--- src/rtl/tick_sched_pkg.sv ---
// Shared definitions for the tick scheduler: channel state encoding and
// elaboration-time helpers for the prescaler ratio and period saturation.
package tick_sched_pkg;

    typedef enum logic {
        CH_OFF = 1'b0,
        CH_RUN = 1'b1
    } ch_state_t;

    localparam int SAT_W = 32;

    // Returns 0 when the ratio is not exact, so the top can reject it.
    function automatic int prescale(input int clk_hz, input int base_hz);
        if (base_hz <= 0 || (clk_hz % base_hz) != 0) begin
            return 0;
        end
        return clk_hz / base_hz;
    endfunction

    function automatic logic [SAT_W-1:0] sat_period(input logic [SAT_W-1:0] p);
        return (p == '0) ? SAT_W'(1) : p;
    endfunction

endpackage

--- src/rtl/tick_channel.sv ---
// One scheduler channel: divides the shared base tick by a programmable
// period, deferring period changes on a running channel to its next wrap.
module tick_channel
    import tick_sched_pkg::*;
#(
    parameter int PERIOD_W = 16
) (
    input  logic                clk,
    input  logic                rst,
    input  logic                tick,
    input  logic                wr,
    input  logic                wr_enable,
    input  logic [PERIOD_W-1:0] wr_period,
    output logic                pulse,
    output logic                pending
);

    ch_state_t           state;
    ch_state_t           state_next;
    logic [PERIOD_W-1:0] period;
    logic [PERIOD_W-1:0] shadow;
    logic [PERIOD_W-1:0] cnt;
    logic [PERIOD_W-1:0] new_period;
    logic                wrap;

    assign new_period = PERIOD_W'(sat_period(SAT_W'(wr_period)));
    assign wrap       = (state == CH_RUN) && tick && (cnt == period - 1'b1);

    // NOTE: state_next gets its default before any branch so no latch is inferred.
    always_comb begin
        state_next = state;
        if (wr) begin
            state_next = wr_enable ? CH_RUN : CH_OFF;
        end
    end

    // NOTE: sequential state uses non-blocking assignments only; reset is synchronous.
    always_ff @(posedge clk) begin
        if (rst) begin
            state   <= CH_OFF;
            period  <= PERIOD_W'(1);
            shadow  <= PERIOD_W'(1);
            cnt     <= '0;
            pending <= 1'b0;
            pulse   <= 1'b0;
        end else begin
            state <= state_next;
            pulse <= wrap;
            if (wr && !wr_enable) begin
                cnt     <= '0;
                pending <= 1'b0;
            end else if (wr && state == CH_OFF) begin
                period <= new_period;
                cnt    <= '0;
            end else if (state == CH_RUN) begin
                if (wrap) begin
                    cnt <= '0;
                    // A write landing on the wrap itself governs the very next interval.
                    if (wr) begin
                        period <= new_period;
                    end else if (pending) begin
                        period  <= shadow;
                        pending <= 1'b0;
                    end
                end else begin
                    if (tick) begin
                        cnt <= cnt + 1'b1;
                    end
                    if (wr) begin
                        shadow  <= new_period;
                        pending <= 1'b1;
                    end
                end
            end
        end
    end

endmodule

--- src/rtl/tick_scheduler.sv ---
// Multi-channel tick generator: shared prescaler to a base tick, config
// decode with per-channel backpressure, and NUM_CH tick_channel instances.
module tick_scheduler
    import tick_sched_pkg::*;
#(
    parameter int CLK_SPEED_HZ = 1_000_000,
    parameter int BASE_HZ      = 1_000,
    parameter int NUM_CH       = 4,
    parameter int PERIOD_W     = 16
) (
    input  logic                                    clk,
    input  logic                                    rst,
    input  logic                                    cfg_valid,
    output logic                                    cfg_ready,
    input  logic [((NUM_CH > 1) ? $clog2(NUM_CH) : 1)-1:0] cfg_ch,
    input  logic [PERIOD_W-1:0]                     cfg_period,
    input  logic                                    cfg_enable,
    output logic                                    tick_base,
    output logic [NUM_CH-1:0]                       pulse,
    output logic [NUM_CH-1:0]                       pending
);

    localparam int CH_W     = (NUM_CH > 1) ? $clog2(NUM_CH) : 1;
    localparam int PRESCALE = prescale(CLK_SPEED_HZ, BASE_HZ);
    localparam int PC_W     = (PRESCALE >= 2) ? $clog2(PRESCALE) : 1;
    localparam logic [PC_W-1:0] PC_LAST = PC_W'(PRESCALE - 1);

    if (PRESCALE < 2 || NUM_CH < 1 || NUM_CH > 16) begin : g_bad_param
        $error("tick_scheduler: CLK_SPEED_HZ/BASE_HZ must be exact and >= 2, NUM_CH 1..16");
    end

    logic [PC_W-1:0]   pcnt;
    logic [NUM_CH-1:0] wr;
    logic              accept;

    always_ff @(posedge clk) begin
        if (rst) begin
            pcnt <= '0;
        end else if (tick_base) begin
            pcnt <= '0;
        end else begin
            pcnt <= pcnt + 1'b1;
        end
    end

    assign tick_base = (pcnt == PC_LAST);

    // Out-of-range channel numbers match nothing and stay ready.
    always_comb begin
        cfg_ready = 1'b1;
        for (int i = 0; i < NUM_CH; i++) begin
            if (cfg_ch == CH_W'(i)) begin
                cfg_ready = !pending[i];
            end
        end
    end

    assign accept = cfg_valid && cfg_ready;

    for (genvar gi = 0; gi < NUM_CH; gi++) begin : g_ch
        assign wr[gi] = accept && (cfg_ch == CH_W'(gi));

        tick_channel #(
            .PERIOD_W (PERIOD_W)
        ) u_channel (
            .clk       (clk),
            .rst       (rst),
            .tick      (tick_base),
            .wr        (wr[gi]),
            .wr_enable (cfg_enable),
            .wr_period (cfg_period),
            .pulse     (pulse[gi]),
            .pending   (pending[gi])
        );
    end

endmodule

--- config.mk ---
export PLATFORM = sky130hd
export DESIGN_NAME = tick_scheduler
export DESIGN_NICKNAME = d
export VERILOG_FILES = /design/src/rtl/tick_sched_pkg.sv /design/src/rtl/tick_channel.sv /design/src/rtl/tick_scheduler.sv
export SDC_FILE = /design/constraint.sdc
export NUM_CORES = 1
export LEC_CHECK = 0
export ABC_AREA = 1
export CORE_ASPECT_RATIO = 2
export CORE_MARGIN = 4
export CORE_UTILIZATION = 45
export CTS_BUF_LIST = sky130_fd_sc_hd__clkbuf_8 sky130_fd_sc_hd__clkbuf_16
export CTS_CLUSTER_DIAMETER = 30
export CTS_CLUSTER_SIZE = 14
export DETAILED_ROUTE_END_ITERATION = 8
export GPL_ROUTABILITY_DRIVEN = 0
export HOLD_SLACK_MARGIN = 0.02
export RECOVER_POWER = 100
export SYNTH_ARGS = -nofsm -noshare
export SYNTH_HDL_FRONTEND = slang
export SYNTH_SLANG_ARGS = --single-unit
--- constraint.sdc ---
create_clock -name clk -period 3.4 [get_ports clk]
set_input_delay 0.34 -clock clk [delete_from_list [all_inputs] [get_ports clk]]
set_output_delay 0.34 -clock clk [all_outputs]
set_load 0.005 [all_outputs]
==> flow_summary.toml, run 1 <==
[global_routing]
grt_pass1_vias = 12273
grt_max_degree = 51
grt_overflow = 0
grt_pass1_wl_mm = 60.4
grtUsageMet2_pct = 44.2
grt_util_met3_pct = 3.13
grt_use_total_pct = 23.3
grt_util_met1_pct = 23.0
antenna_found_initial = 0
grt_most_used_layer = "met2"

[final_layout]
drive_gt1_share_pct = 7.58
nFillCells = 2926
nNetsFinal = 2102
final_util_pct = 51.9
layoutNonFillerInstCount = 2459
area_delta_synth_final_pct = 13.9
antenna_cells = 0

[worst_setup_path]
slowest_stage = "nor2_1"
path_class = "reg2reg"
arrival_ns = 3.41
critPathCaptureType = "flop"
crit_required_ns = 3.79
crit_family = "simple AND/OR/NAND/NOR gates"
critical_path.max_stage_delay_ns = 0.59
cp-start-kind = "flop"
crit_fanout = 21
reg2reg_from = "pcnt[0]"
rr_endpoint = "g_ch[1].u_channel.cnt[13]"
timing.critical_path.mode_cell = "nor2_1"
ff2ff_setup_slack_ns = 0.37
ff2ff_path_depth = 13
path_cells = "ha_1 -> inv_1 -> nor2_1 -> nand3_4 -> nor2_1 -> nand2_1 -> nor2_1 -> nand2_1 -> nor2_1 -> nand3_1 -> buf_4 -> nand2_1 -> nor3b_1"
crit_buf_inv = 2

[sta]
layout_min_cycle_time_ns = 3.03
fmax_mhz = 330
fin_crit_sh_pct = 89.0
hold_violations = 0
tns_ns = 0
skew_ns = 0.0200
setup_violations = 0
worst_slack_ns = 0.373
hold_slack_ns = 0.385
rsz0062_at_grt = "false"
report.final.slew_viol_count = 0
relSlewSlack_pct = 30.7
worst_slew_pin_slew_ns = 1.04

[clock_tree]
postCtsSetupBuffers = 0
cts-resized-gates = 0
ctsRootBufferMaster = "clkbuf_16"
clkTransAtPathRegs_ns = 0.06
cts_tree = "built"
ctsLongestPathBuffers = 3
clock_latency_ns = 0.53
numCtsBuffers = 38
htreeDepth = 2
hold_buffers = 0
clock-sinks = 214

[drt]
drt_wl_total_mm = 37.2
final_antenna_net_count = 0
first_pass_iters = 5
drc_errors = 0
drt_iter0_markers = 615
vias = 12571
vias_per_cell = 5.11
wl_per_cell_um = 15.1

[synth]
synth.top_cell.area_share_pct = 32.7
avgSynthCellArea_um2 = 6.39
yosys_warnings = 0
synthFlopType = "dfxtp_1"
synth-seq-cells = 214
seq_area_frac_synth_pct = 32.7
synthTopCellsByArea = "dfxtp_1 33%, nand2_1 15%, nand3_1 7.9%"
syn-instance-count = 2049
synth_cell_types = 48
ys_async_sr_fraction_pct = 0
synth_fp_nets = 2080
synth_edf_count = 0
syn-cell-area_mm2 = 0.0131
synth_area_leader_cell = "dfxtp_1"

[worst_hold_path]
hp-start = "rst"
worstHoldEndpoint = "g_ch[2].u_channel.shadow[12]"
hold_class = "in2reg"
whs_path_depth = 4

[outcome]
run_status = "complete, no violations"

[pwr]
p_leak_nw = 6.33
p_int_mw = 5.23
p_per_area_mw_per_mm2 = 467
vdd_drop_max_v = 0.000346
switching_power_mw = 1.73
switching_share_pct = 24.9
p_clk_share_pct = 57.4
power_frac_comb_pct = 6.0
seqPwrFrac_pct = 36.5

[die]
dieWidth_um = 129
core_area_mm2 = 0.0287
die-area_mm2 = 0.0321
start_util_pct = 45.6
floorplan.io_pins = 32
die_h_um = 249
rows = 88

[placement]
dp_hpwl_mm = 28.0
place_ws_ns = 0.481
dp.cells = 2391
io_buffers = 31

[flow_run]
drv_cap = 0
==> synthesized netlist by cell type, types with 5 or more instances <==
| library cell | instances |
|---|---|
| a21oi_1 | 140 |
| buf_2 | 27 |
| buf_4 | 22 |
| clkbuf_1 | 27 |
| dfxtp_1 | 214 |
| ha_1 | 9 |
| inv_1 | 230 |
| inv_2 | 14 |
| nand2_1 | 524 |
| nand2_2 | 6 |
| nand2_4 | 5 |
| nand3_1 | 206 |
| nand3b_1 | 13 |
| nand4_1 | 19 |
| nor2_1 | 264 |
| nor2_2 | 17 |
| nor2_4 | 7 |
| nor3_1 | 35 |
| nor3b_1 | 20 |
| nor4_1 | 5 |
| o211ai_1 | 7 |
| o21ai_0 | 86 |
| o21ai_1 | 5 |
| xnor2_1 | 34 |
| xor2_1 | 64 |
==> tightest hold or removal path, stage by stage <==
cell and delay [ns]:
buf_2 0.10, inv_2 0.23, nand2_1 0.15, nor2_1 0.03
==> sequential cells by signal, indices dropped and copies added, names as in the netlist <==
| signal | flops |
|---|---|
| pcnt | 10 |
| g_ch.u_channel.cnt | 64 |
| g_ch.u_channel.shadow | 64 |
| g_ch.u_channel.state | 4 |
| g_ch.u_channel.period | 64 |
| g_ch.u_channel.pending | 4 |
| g_ch.u_channel.pulse | 4 |
==> power groups by stage <==
| stage | Combinational [mW] | Clock (mW) | Sequential (mW) |
|---|---|---|---|
| after floorplan | 0.274 | 0 | 2.59 |
| after global placement | 0.419 | 0 | 2.60 |
| after detailed placement | 0.422 | 0 | 2.60 |
| final | 0.421 | 4.00 | 2.54 |
| after global routing | 0.467 | 4.20 | 2.54 |
| after CTS | 0.424 | 4.08 | 2.54 |
==> worst max-delay path by stage <==
stage,start,to,slack (ns),cells past startpoint
after global routing,pcnt[0],g_ch[2].u_channel.shadow[13],0.11,14
after global placement,pcnt[0],g_ch[3].u_channel.period[0],0.58,13
after detailed placement,pcnt[0],g_ch[3].u_channel.period[8],0.48,13
after CTS,pcnt[0],g_ch[3].u_channel.period[8],0.46,13
after floorplan,g_ch[2].u_channel.period[0],g_ch[2].u_channel.period[10],1.36,14
final,pcnt[0],g_ch[1].u_channel.cnt[13],0.37,13
==> placed cells by master, fill, tap and decap left out, drive strengths merged <==
cell type and count:
nor4 5, xnor3 1, clkinv 7, o211ai 8, o21ai 91, and3 1, clkbuf 45, nand3 212
and2 4, bufinv 4, buf 33, nor2 288, o21a 1, nand3b 13, clkinvlp 8, a211oi 1
dlygate4sd3 10, or2 4, clkdlybuf4s50 20, a31o 1, nor3 40, nand2 535, nand4 19, inv 251
a21boi 1, xor2 64, a31oi 1, nor3b 24, dfxtp 214, ha 9, o21bai 3, xnor2 34
o31ai 2, a21oi 145
==> per-stage QoR <==
step / instance area [µm²] / power, mW
global placement: 13600 / 3.01
global route: 14900 / 7.21
CTS: 15000 / 7.05
finish: 14900 / 6.96
detailed placement: 13600 / 3.02
floorplan: 13100 / 2.86
==> per-layer routing <==
metal,wire [µm],vias to the layer above
met2,19700,250
met5,0,-
met3,1320,112
li1,-,6565
met1,13600,5644
met4,2610,0
==> logic make-up after synthesis <==
group	after synthesis	synth area share, %
adder cells (fa/ha/maj)	9	0.860
AO/OA/AOI/OAI	254	10.3
buffers and inverters	328	10.5
XOR/XNOR	99	6.72
AND/OR/NAND/NOR	1145	38.9
flip-flops	214	32.7
==> cell type report <==
class                   instances  area [µm²]  share of cell area [%]
inverters                     246         923                    6.19
multi-input cells            1507        7370                    49.4
well taps                     360         450                    3.02
clock buffers                  44        1070                    7.15
repair buffers                 64         551                    3.69
clock inverters                24         278                    1.86
flip-flops and latches        214        4280                    28.7
No activity file was read; power rests on OpenSTA's default activity.
==> inputs of run 2 (changes only) <==
--- a/config.mk
+++ b/config.mk
@@ -16,6 +16,7 @@
 export GPL_ROUTABILITY_DRIVEN = 0
 export HOLD_SLACK_MARGIN = 0.02
 export RECOVER_POWER = 100
+export SKIP_CTS_REPAIR_TIMING = 1
 export SYNTH_ARGS = -nofsm -noshare
 export SYNTH_HDL_FRONTEND = slang
 export SYNTH_SLANG_ARGS = --single-unit
==> constraint.sdc (replaced) <==
create_clock -name clk -period 2.5 [get_ports clk]
set_input_delay 0.25 -clock clk [delete_from_list [all_inputs] [get_ports clk]]
set_output_delay 0.25 -clock clk [all_outputs]
set_load 0.005 [all_outputs]
==> flow_summary.toml, run 2 (synthesized netlist as in run 1, its figures left out) <==
[final_layout]
final_cell_area_mm2 = 0.0157
layoutNonFillerInstCount = 2517
reg_top3 = "g_ch.u_channel.cnt (64), g_ch.u_channel.period (64), g_ch.u_channel.shadow (64)"
nNetsFinal = 2164
area_delta_synth_final_pct = 19.6
layout_commonest_cell = "nand2_1"
layout_common_cells = "520 x nand2_1, 256 x nor2_1, 236 x inv_1, 213 x dfxtp_1, 201 x nand3_1"
drive_gt1_share_pct = 11.7
antenna_cells = 0

[drt]
vias_per_cell = 5.13
drt_iter0_markers = 750
final_antenna_net_count = 0
drc_errors = 0
drt_wl_total_mm = 38.3
first_pass_iters = 5
wl_per_cell_um = 15.2
vias = 12906

[worst_setup_path]
path_class = "reg2out"
reg2reg_from = "pcnt[1]"
crit_required_ns = 2.25
ff2ff_path_depth = 15
arrival_ns = 2.17
cp-start-kind = "flop"
crit_fanout = 5
rr_endpoint = "g_ch[2].u_channel.period[6]"
ff2ff_setup_slack_ns = 0.18
critPathCaptureType = "output pin"

[pwr]
p_leak_nw = 6.68
p_per_area_mw_per_mm2 = 583
p_total_mw = 9.13
vdd_drop_max_v = 0.000484

[worst_hold_path]
hp-start = "rst"
hold_class = "in2reg"
whs_path_depth = 4
worstHoldEndpoint = "g_ch[0].u_channel.pending"

[placement]
place_ws_ns = -0.00537
place_area_mm2 = 0.0143
dp_hpwl_mm = 28.9
dp.cells = 2450
io_buffers = 31

[die]
floorplan.io_pins = 32
dieWidth_um = 129
start_util_pct = 45.6
core_area_mm2 = 0.0287
die_h_um = 249
die-area_mm2 = 0.0321
rows = 88

[clock_tree]
cts_tree = "built"
clkTransAtPathRegs_ns = 0.05
ctsLongestPathBuffers = 3
clock_latency_ns = 0.54
htreeDepth = 2
numCtsBuffers = 38
clock-sinks = 214
ctsRootBufferMaster = "clkbuf_16"

[flow_run]
drv_cap = 0

[outcome]
run_status = "complete, no violations"

[global_routing]
grt_overflow = 0
grt_pass1_wl_mm = 61.9
grt_max_degree = 56
grt_pass1_vias = 12528
grt_use_total_pct = 23.9
antenna_found_initial = 0

[sta]
fin_crit_sh_pct = 97.0
worst_slack_ns = 0.0762
fmax_mhz = 413
layout_min_cycle_time_ns = 2.42
hold_violations = 0
rsz0062_at_grt = "true"
report.final.slew_viol_count = 0
skew_ns = 0.0216
relSlewSlack_pct = 58.7
worst_slew_pin_slew_ns = 0.619
setup_violations = 0
## run 2: cell types whose count changed in the layout (fill, tap and decap cells not counted), sizes merged
cell           before  now
buf                33   96
clkdlybuf4s50      20   26
dlygate4sd3        10    4
clkbuf             45   40
clkinvlp            8    4
clkinv              7   10
inv               251  253
bufinv              4    3
## run 2: critical path: stages (launching register included)
cell and delay (ns):
dfxtp_1 0.33, ha_2 0.19, inv_2 0.04, nor2_2 0.14
nand3_4 0.20, buf_6 0.18, inv_1 0.05, clkdlybuf4s50_1 0.50
## run 2: metrics by stage
stage               setup TNS [ns]  utilization, %  hold slack [ns]
global route               -0.0624            54.5            0.198
CTS                        -0.0136            54.0            0.140
detailed placement        -0.00537            49.7            0.440
global placement          -0.00744            49.7            0.430
floorplan                        0               -            0.385
finish                           0            54.5            0.161
## run 2: layout make-up
class,instances,area (µm²)
flip-flops and latches,214,4290
inverters,246,923
repair buffers,126,1210
multi-input cells,1507,7580
well taps,360,450
clock buffers,40,990
clock inverters,24,235
fillers,2859,13100
## run 2: how the worst max path moves through the flow
| stage | slack, ns | endpoint | depth (start not counted) | startpoint |
|---|---|---|---|---|
| after detailed placement | -0.005 | g_ch[2].u_channel.period[6] | 16 | g_ch[2].u_channel.period[0] |
| after CTS | -0.01 | g_ch[2].u_channel.period[6] | 16 | g_ch[2].u_channel.period[0] |
| after floorplan | 0.46 | g_ch[2].u_channel.period[10] | 14 | g_ch[2].u_channel.period[0] |
| final | 0.08 | tick_base | 7 | pcnt[1] |
| after global routing | -0.04 | tick_base | 7 | pcnt[1] |
| after global placement | -0.007 | g_ch[2].u_channel.period[6] | 16 | g_ch[2].u_channel.period[0] |
## run 2: where the power goes
group          leakage, nW  switching, mW  internal, mW  total [mW]
registers             1.73         0.0222          3.44        3.46
clock network        0.613           1.84          3.17        5.01
logic                 4.34          0.428         0.232       0.660
## run 2: per-layer routing
metal | track usage [%] | vias up | wire length, µm
met5 | 0 | - | 0
li1 | - | 6681 | -
met3 | 3.71 | 135 | 1370
met1 | 23.8 | 5814 | 13800
met2 | 43.7 | 276 | 20100
met4 | 16.7 | 0 | 2930
